File: config.mk
export PLATFORM = sky130hd
export DESIGN_NAME = branch_resolve
export DESIGN_NICKNAME = d
export VERILOG_FILES = /design/src/rtl/branch_pkg.sv /design/src/rtl/br_cond.sv /design/src/rtl/branch_resolve.sv
export SDC_FILE = /design/constraint.sdc
export NUM_CORES = 1
export LEC_CHECK = 0
export CAP_MARGIN = 20
export CORE_ASPECT_RATIO = 1.2
export CORE_UTILIZATION = 34
export CTS_CLUSTER_DIAMETER = 40
export DETAILED_ROUTE_END_ITERATION = 10
export PLACE_DENSITY = 0.9
export SLEW_MARGIN = 20
export SYNTH_ARGS = -nofsm -noshare
export SYNTH_HDL_FRONTEND = slang
export SYNTH_SLANG_ARGS = --single-unit
File: constraint.sdc
create_clock -name clk -period 4.85 [get_ports clk]
set_clock_uncertainty 0.15 [all_clocks]
set_input_delay 1.455 -clock clk [delete_from_list [all_inputs] [get_ports clk]]
set_output_delay 1.455 -clock clk [all_outputs]
set_load 0.02 [all_outputs]
File: src/rtl/branch_pkg.sv
// Shared types and constants for branch resolution.
//   br_type_e  : branch class encoding on the br_type port
//   state_e    : branch_resolve FSM state encoding
//   br_flags_t : condition inputs consumed by br_cond
package branch_pkg;

  localparam int unsigned XLEN       = 32;
  localparam int unsigned BR_TYPE_W  = 4;
  localparam int unsigned REG_ADDR_W = 5;
  localparam int unsigned CNT_W      = 16;

  localparam logic [REG_ADDR_W-1:0] LINK_REG = REG_ADDR_W'(31);

  typedef enum logic [BR_TYPE_W-1:0] {
    BR_NONE   = 4'd0,
    BR_BEQ    = 4'd1,
    BR_BNE    = 4'd2,
    BR_BZ     = 4'd3,
    BR_BN     = 4'd4,
    BR_BV     = 4'd5,
    BR_BLEZAL = 4'd6,
    BR_BRV    = 4'd7,
    BR_JMXOR  = 4'd8
  } br_type_e;

  typedef enum logic {
    ST_IDLE = 1'b0,
    ST_LINK = 1'b1
  } state_e;

  typedef struct packed {
    logic alu_zero;
    logic alu_norv;
    logic status_z;
    logic status_n;
    logic status_v;
  } br_flags_t;

endpackage

File: src/rtl/br_cond.sv
// Combinational branch condition evaluation.
//   br_type     : branch class (br_type_e encoding, unknown codes act as NONE)
//   flags       : ALU result flags and registered status flags
//   taken       : raw condition outcome (register jumps always 1; alignment handled by caller)
//   is_link     : class writes the link register when it resolves taken
//   is_reg_jump : target comes from alu_result instead of br_target
module br_cond
  import branch_pkg::*;
(
  input  logic [BR_TYPE_W-1:0] br_type,
  input  br_flags_t            flags,
  output logic                 taken,
  output logic                 is_link,
  output logic                 is_reg_jump
);

  // Class decode; defaults describe the NONE class.
  always_comb begin
    taken       = 1'b0;
    is_link     = 1'b0;
    is_reg_jump = 1'b0;
    case (br_type)
      BR_BEQ:    taken = flags.alu_zero;
      BR_BNE:    taken = ~flags.alu_zero;
      BR_BZ:     taken = flags.status_z;
      BR_BN:     taken = flags.status_n;
      BR_BV:     taken = flags.status_v;
      BR_BLEZAL: begin
        taken   = flags.alu_norv;
        is_link = 1'b1;
      end
      BR_BRV: begin
        taken       = 1'b1;
        is_reg_jump = 1'b1;
      end
      BR_JMXOR: begin
        taken       = 1'b1;
        is_link     = 1'b1;
        is_reg_jump = 1'b1;
      end
      default: ;
    endcase
  end

endmodule

File: src/rtl/branch_resolve.sv
// Branch resolution stage: picks the next PC, tracks taken statistics and
// sequences the link-register write through the shared register-file port.
//   inputs : clk, rst_n, valid, br_type, pc_plus4, br_target, alu_result,
//            alu_zero, alu_norv, status_z/n/v, rf_wr_ready
//   pc_next/pc_we : combinational next-PC and its write enable
//   stall/link_we : asserted while a link write waits for the port
//   link_addr/link_data : link write destination and return address
//   taken_q/align_err/taken_cnt : taken pulse, sticky misalign, saturating count
module branch_resolve
  import branch_pkg::*;
(
  input  logic                  clk,
  input  logic                  rst_n,
  input  logic                  valid,
  input  logic [BR_TYPE_W-1:0]  br_type,
  input  logic [XLEN-1:0]       pc_plus4,
  input  logic [XLEN-1:0]       br_target,
  input  logic [XLEN-1:0]       alu_result,
  input  logic                  alu_zero,
  input  logic                  alu_norv,
  input  logic                  status_z,
  input  logic                  status_n,
  input  logic                  status_v,
  input  logic                  rf_wr_ready,
  output logic [XLEN-1:0]       pc_next,
  output logic                  pc_we,
  output logic                  stall,
  output logic                  link_we,
  output logic [REG_ADDR_W-1:0] link_addr,
  output logic [XLEN-1:0]       link_data,
  output logic                  taken_q,
  output logic                  align_err,
  output logic [CNT_W-1:0]      taken_cnt
);

  localparam logic [CNT_W-1:0] CNT_MAX = {CNT_W{1'b1}};

  state_e    state, state_next;
  br_flags_t flags;
  logic      cond_taken, is_link, is_reg_jump;
  logic      eval, misalign, take, link_req;
  logic [XLEN-1:0] target;

  assign flags = '{alu_zero: alu_zero, alu_norv: alu_norv,
                   status_z: status_z, status_n: status_n, status_v: status_v};

  br_cond u_br_cond (
    .br_type     (br_type),
    .flags       (flags),
    .taken       (cond_taken),
    .is_link     (is_link),
    .is_reg_jump (is_reg_jump)
  );

  // A misaligned register jump degrades to not-taken and never links.
  assign eval     = valid && (state == ST_IDLE);
  assign misalign = is_reg_jump && (alu_result[1:0] != 2'b00);
  assign take     = eval && cond_taken && !misalign;
  assign link_req = take && is_link;
  assign target   = is_reg_jump ? alu_result : br_target;

  // LINK holds the stage until the register file accepts the write.
  assign stall     = (state == ST_LINK);
  assign link_we   = (state == ST_LINK);
  assign link_addr = LINK_REG;

  // State register.
  always_ff @(posedge clk or negedge rst_n) begin
    if (!rst_n) state <= ST_IDLE;
    else        state <= state_next;
  end

  // Next-state and PC selection.
  always_comb begin
    state_next = state;
    pc_we      = 1'b0;
    pc_next    = pc_plus4;
    case (state)
      ST_IDLE: begin
        if (valid) begin
          pc_we = 1'b1;
          if (take) pc_next = target;
          if (link_req) state_next = ST_LINK;
        end
      end
      ST_LINK: begin
        if (rf_wr_ready) state_next = ST_IDLE;
      end
      default: state_next = ST_IDLE;
    endcase
  end

  // Decision side effects: taken pulse, saturating count, sticky misalign, return address.
  always_ff @(posedge clk or negedge rst_n) begin
    if (!rst_n) begin
      taken_q   <= 1'b0;
      taken_cnt <= '0;
      align_err <= 1'b0;
      link_data <= '0;
    end else begin
      taken_q <= take;
      if (take && (taken_cnt != CNT_MAX)) taken_cnt <= taken_cnt + CNT_W'(1);
      if (eval && misalign) align_err <= 1'b1;
      if (link_req) link_data <= pc_plus4;
    end
  end

endmodule

# After elaboration in Yosys (flattened, before gate mapping)

Cells that the tools add are included.

Bits in registers: 51
Word-level logic and storage cells: 41

Bitwise logic cells: 2
Mux-type cells: 13
Equal/unequal tests: 9
Reduce and logical (&&, ||, !) cells: 11
Add/subtract/negate cells: 1

Operators with widths:

| kind                                           | count |
|---|---|
| two-way mux 32 bit                             | 4 |
| adder 16 x 1 -> 16 bit (second input constant) | 1 |
| == test 4 x 3 -> 1 bit (second input constant) | 4 |
| != test 16 bit (second input constant)         | 1 |
| == test 4 x 2 -> 1 bit (second input constant) | 2 |
| logical AND 1 bit                              | 7 |
| two-way mux 1 bit                              | 7 |
| case mux 1 bit (7 select lines)                | 1 |
| == test 4 x 1 -> 1 bit (second input constant) | 1 |
| == test 4 bit (second input constant)          | 1 |
| OR reduction 2 bit                             | 2 |
| NOT 1 bit                                      | 2 |
| case mux 1 bit (2 select lines)                | 1 |
| nonzero test 2 bit                             | 1 |
| zero test 1 bit                                | 1 |

# Logic depth before layout (Yosys ltp)

Depth after elaboration: 10
Depth in mapped cells: 9

# By module

A second synthesis with hierarchy kept.

Cells, all modules: 277
Area, all modules: 2936.6 µm²

Modules (own cells, without submodules):

| module         | sequential area each (µm²) | area an instance (µm²) | times used | cells each |
|---|---|---|---|---|
| branch_resolve | 1276.2                     | 2830.2                 | 1          | 263 |
| br_cond        | 0.0                        | 106.4                  | 1          | 14 |

# Worst setup path before layout

Ideal clock, no wire load.

Path kind: input to output
From: input port br_type[0]
To: output port pc_next[11]
Data required time: 3.245 ns
Buffers on the path: 2
Setup slack: -0.057 ns
Arrival time: 3.302 ns
Stages: 6
Path through: buf_2 or4b_4 nand2_1 clkbuf_1 mux2_2 mux2_2

Word-level cells in the longest chain between the ends: 9

Ends and longest elaborated chain:

| what                                                                                    | line                 | RTL |
|---|---|---|
| start, declared                                                                         | branch_resolve.sv:15 | `input logic [BR_TYPE_W-1:0] br_type,` |
| parallel branches: the longest is 6 deep, another holds case mux 1 bit (7 select lines) | --                   |  |
| two-way mux 32 bit (*)                                                                  | branch_resolve.sv:82 | `if (take) pc_next = target;` |
| two-way mux 32 bit (*)                                                                  | branch_resolve.sv:80 | `if (valid) begin` |
| two-way mux 32 bit (*)                                                                  | branch_resolve.sv:78 | `case (state)` |
| end, declared                                                                           | branch_resolve.sv:25 | `output logic [XLEN-1:0] pc_next,` |

Every way passes the cells marked *.

# Worst setup path after layout

From: input port br_type[1]
To: output port pc_next[23]

The elaborated chain is that of the path after synthesis.

==> results.txt <==
outcome - complete, but fails checks
failing checks - setup timing
Post-synth EDFFs - 0
Initial Utilization - 35.3%
Mean Syn Cell Area - 12.6 um^2
measured slew at the worst slew-check pin - 0.822 ns
sequential power share - 35.6%
# IOs - 199
period utilization - 100%
DIE AREA - 0.00981 mm^2
vias - 3005
dpl hpwl - 7060 um
root buffer cell - clkbuf_8
Post-CTS Hold Buffers - 0
RSZ-0062 raised after global routing - true
Synth Area in Adders - 0.391%
# DRC - 0
leakage - 2.82 nW
Post-Synth Simple-Gate Area - 10.4%
setup ws final - -0.0194 ns
die height - 108 um
total track usage - 22.2%
nets - 592
Mapped Cells - 255
first-pass GRT wire length - 17000 um
synthesized area - 0.00320 mm^2
Clk pwr share - 19.3%
final setup fails - 27
minimum clock period - 4.87 ns
CP Launch Type - input port
Pwr per Cell Area - 252 mW/mm^2
WS Path Type - input port to output pin
Final Hold Fails - 0
most common cell after layout, fill and taps aside - clkdlybuf4s50_1
CTS clk-pin slew, worst paths - 0.09 ns
largest net degree at the start of global routing - 52
Core Util, Final - 67.3%
first-pass detailed-route iteration total - 6
Synth async-reset ratio - 100%
CP Launch Point - br_type[1]
Ant. Diodes - 0
Worst EP arrival - 3.26 ns
Synth Register Bits - 51
maxcap violations - 0
CTS H-Tree Depth - 2
post-route antenna net violation count - 0
drt first-iter violations - 69
max-slew violation count - 0
critical path fanouts, max - 8
crit end category - output pin
vias in the first global route - 3149
r2r startpoint - link_we$_DFF_PN0_
xor/xnor share of the synthesized area - 3.28%
worst setup path endpoint - pc_next[23]
r2r endpoint - link_data[29]$_DFFE_PN0P_
Achievable Freq - 0.205 GHz
total gr overflow - 0
clk sinks - 51
cts bufs inserted - 5
global placement routability congestion - 0.867
Comb power frac - 45.1%
Port Buf Inserts - 193
row cnt - 38
worst r2r path cells - 10
Net Sw Power - 0.482 mW
Avg WL per Cell - 18.9 um
maximum vdd drop - 0.266 mV
Clk Latency, worst-skew pair - 0.30 ns
CTS tree - done
core area - 0.00908 mm^2
multiplexer share of the synthesized area - 38.9%
Syn-to-layout area delta - 90.9%
ys flop type - dfrtp_1
Distinct cells, synth - 36
Slew headroom - 44.8%
HP Class - flop to flop
r2r setup slk - 1.82 ns
Synth Area in Compound Gates - 2.42%
vias per inst - 4.99
data required time of the critical path - 3.24 ns
synth warn - 0
largest family of logic cells by synthesized area - multiplexers
Pint - 1.06 mW
post-synthesis sequential area ratio - 39.9%
pre-CTS WS - -0.839 ns
Die Width - 90.6 um
initial antenna violation count - 0
final wirelength - 11400 um
Sw Ratio - 31.3%
layout cell share with drive strength beyond 1 - 41.7%
most frequent cells in the layout - clkdlybuf4s50_1, mux2_4, dfrtp_1
Longest Clk Path Bufs - 2
==> power by group through the flow <==
stage	sequential (mW)	clock (mW)	combinational, mW
global placement	0.551	0	0.601
detailed placement	0.554	0	0.614
floorplan	0.636	0	0.203
finish	0.547	0.297	0.694
global route	0.557	0.324	0.728
CTS	0.547	0.305	0.675
==> metrics by stage <==
stage / total power [mW] / hold slack, ns / area [um^2] / setup TNS (ns) / cells
6_report: 1.54 / 0.329 / 6110 / -0.240 / 602
5_1_grt: 1.61 / 0.337 / 6110 / -1.13 / 602
4_1_cts: 1.53 / 0.326 / 5950 / -1.09 / 599
3_5_place_dp: 1.17 / 0.299 / 5310 / -26.15 / 570
3_3_place_gp: 1.15 / 0.296 / 5310 / -23.72 / 570
2_1_floorplan: 0.839 / 0.416 / 3220 / -0.123 / 259
==> final cells by class <==
class,instances,area (um^2)
Clock buffer,5,68.8
Sequential cell,51,1280
Tap cell,120,150
Inverter,2,7.51
Fill cell,648,2970
Clock inverter,2,37.5
Multi-Input combinational cell,186,2080
Timing Repair Buffer,236,2490
==> what timing repair did <==
action | in CTS | in global routing
gates resized for setup | 252 | 38
endpoints found under the setup margin | 32 | 29
pin swaps | 8 | 7
buffers inserted | 16 | 5
cloned | 6 | 1
==> cell families (layout without fill, tap and decap cells) <==
kind of cell    count (synthesis)  count (layout)
compound gates                  9               9
fa+ha+maj                       1               1
mux                           101             101
other cells                     1               5
simple gates                   58              58
flops                          51              51
xor+xnor                       12              12
buf+inv                        22             245
==> critical path: stages <==
cell and delay (ns):
buf_6 0.09, or4b_4 0.60, buf_6 0.16, o311ai_4 0.09, nand2_4 0.12, buf_12 0.16
buf_16 0.15, mux2_4 0.31, buf_6 0.13
==> synth_stat cells, types with 2 or more instances <==
cell / instances / area (um^2)
mux2_4: 29 / 435
nor3_1: 4 / 20.0
nand2b_1: 3 / 18.8
nor4_1: 5 / 31.3
dfrtp_1: 51 / 1280
nand2_1: 9 / 33.8
xor2_1: 4 / 35.0
nand3_1: 11 / 55.1
nand4_1: 8 / 50.1
buf_6: 5 / 56.3
inv_1: 2 / 7.51
buf_1: 2 / 7.51
buf_2: 5 / 25.0
nor2b_1: 2 / 12.5
clkbuf_1: 2 / 7.51
nor2_1: 4 / 15.0
o221ai_1: 2 / 17.5
and3_1: 5 / 31.3
buf_4: 6 / 45.0
xnor2_1: 8 / 70.1
a21oi_1: 2 / 10.0
mux2_2: 72 / 811
==> routing by layer <==
| layer | wire (um) | GRT usage [%] |
|---|---|---|
| met3 | 657 | 4.36 |
| met1 | 4370 | 25.1 |
| met5 | 0 | 0 |
| met2 | 6210 | 43.2 |
| met4 | 121 | 4.03 |
==> sequential cells by signal (all words and copies together), names as in the netlist <==
register,count
align_err,1
link_data,32
link_we,1
taken_cnt,16
taken_q,1
==> how the worst min path moves through the flow <==
stage	start	endpoint	cells after the start
2_1_floorplan	align_err$_DFFE_PN0P_	align_err$_DFFE_PN0P_	1
3_3_place_gp	align_err$_DFFE_PN0P_	align_err$_DFFE_PN0P_	1
3_5_place_dp	align_err$_DFFE_PN0P_	align_err$_DFFE_PN0P_	1
4_1_cts	align_err$_DFFE_PN0P_	align_err$_DFFE_PN0P_	1
5_1_grt	align_err$_DFFE_PN0P_	align_err$_DFFE_PN0P_	1
6_report	align_err$_DFFE_PN0P_	align_err$_DFFE_PN0P_	1
Power figures use the tool's default switching activity.
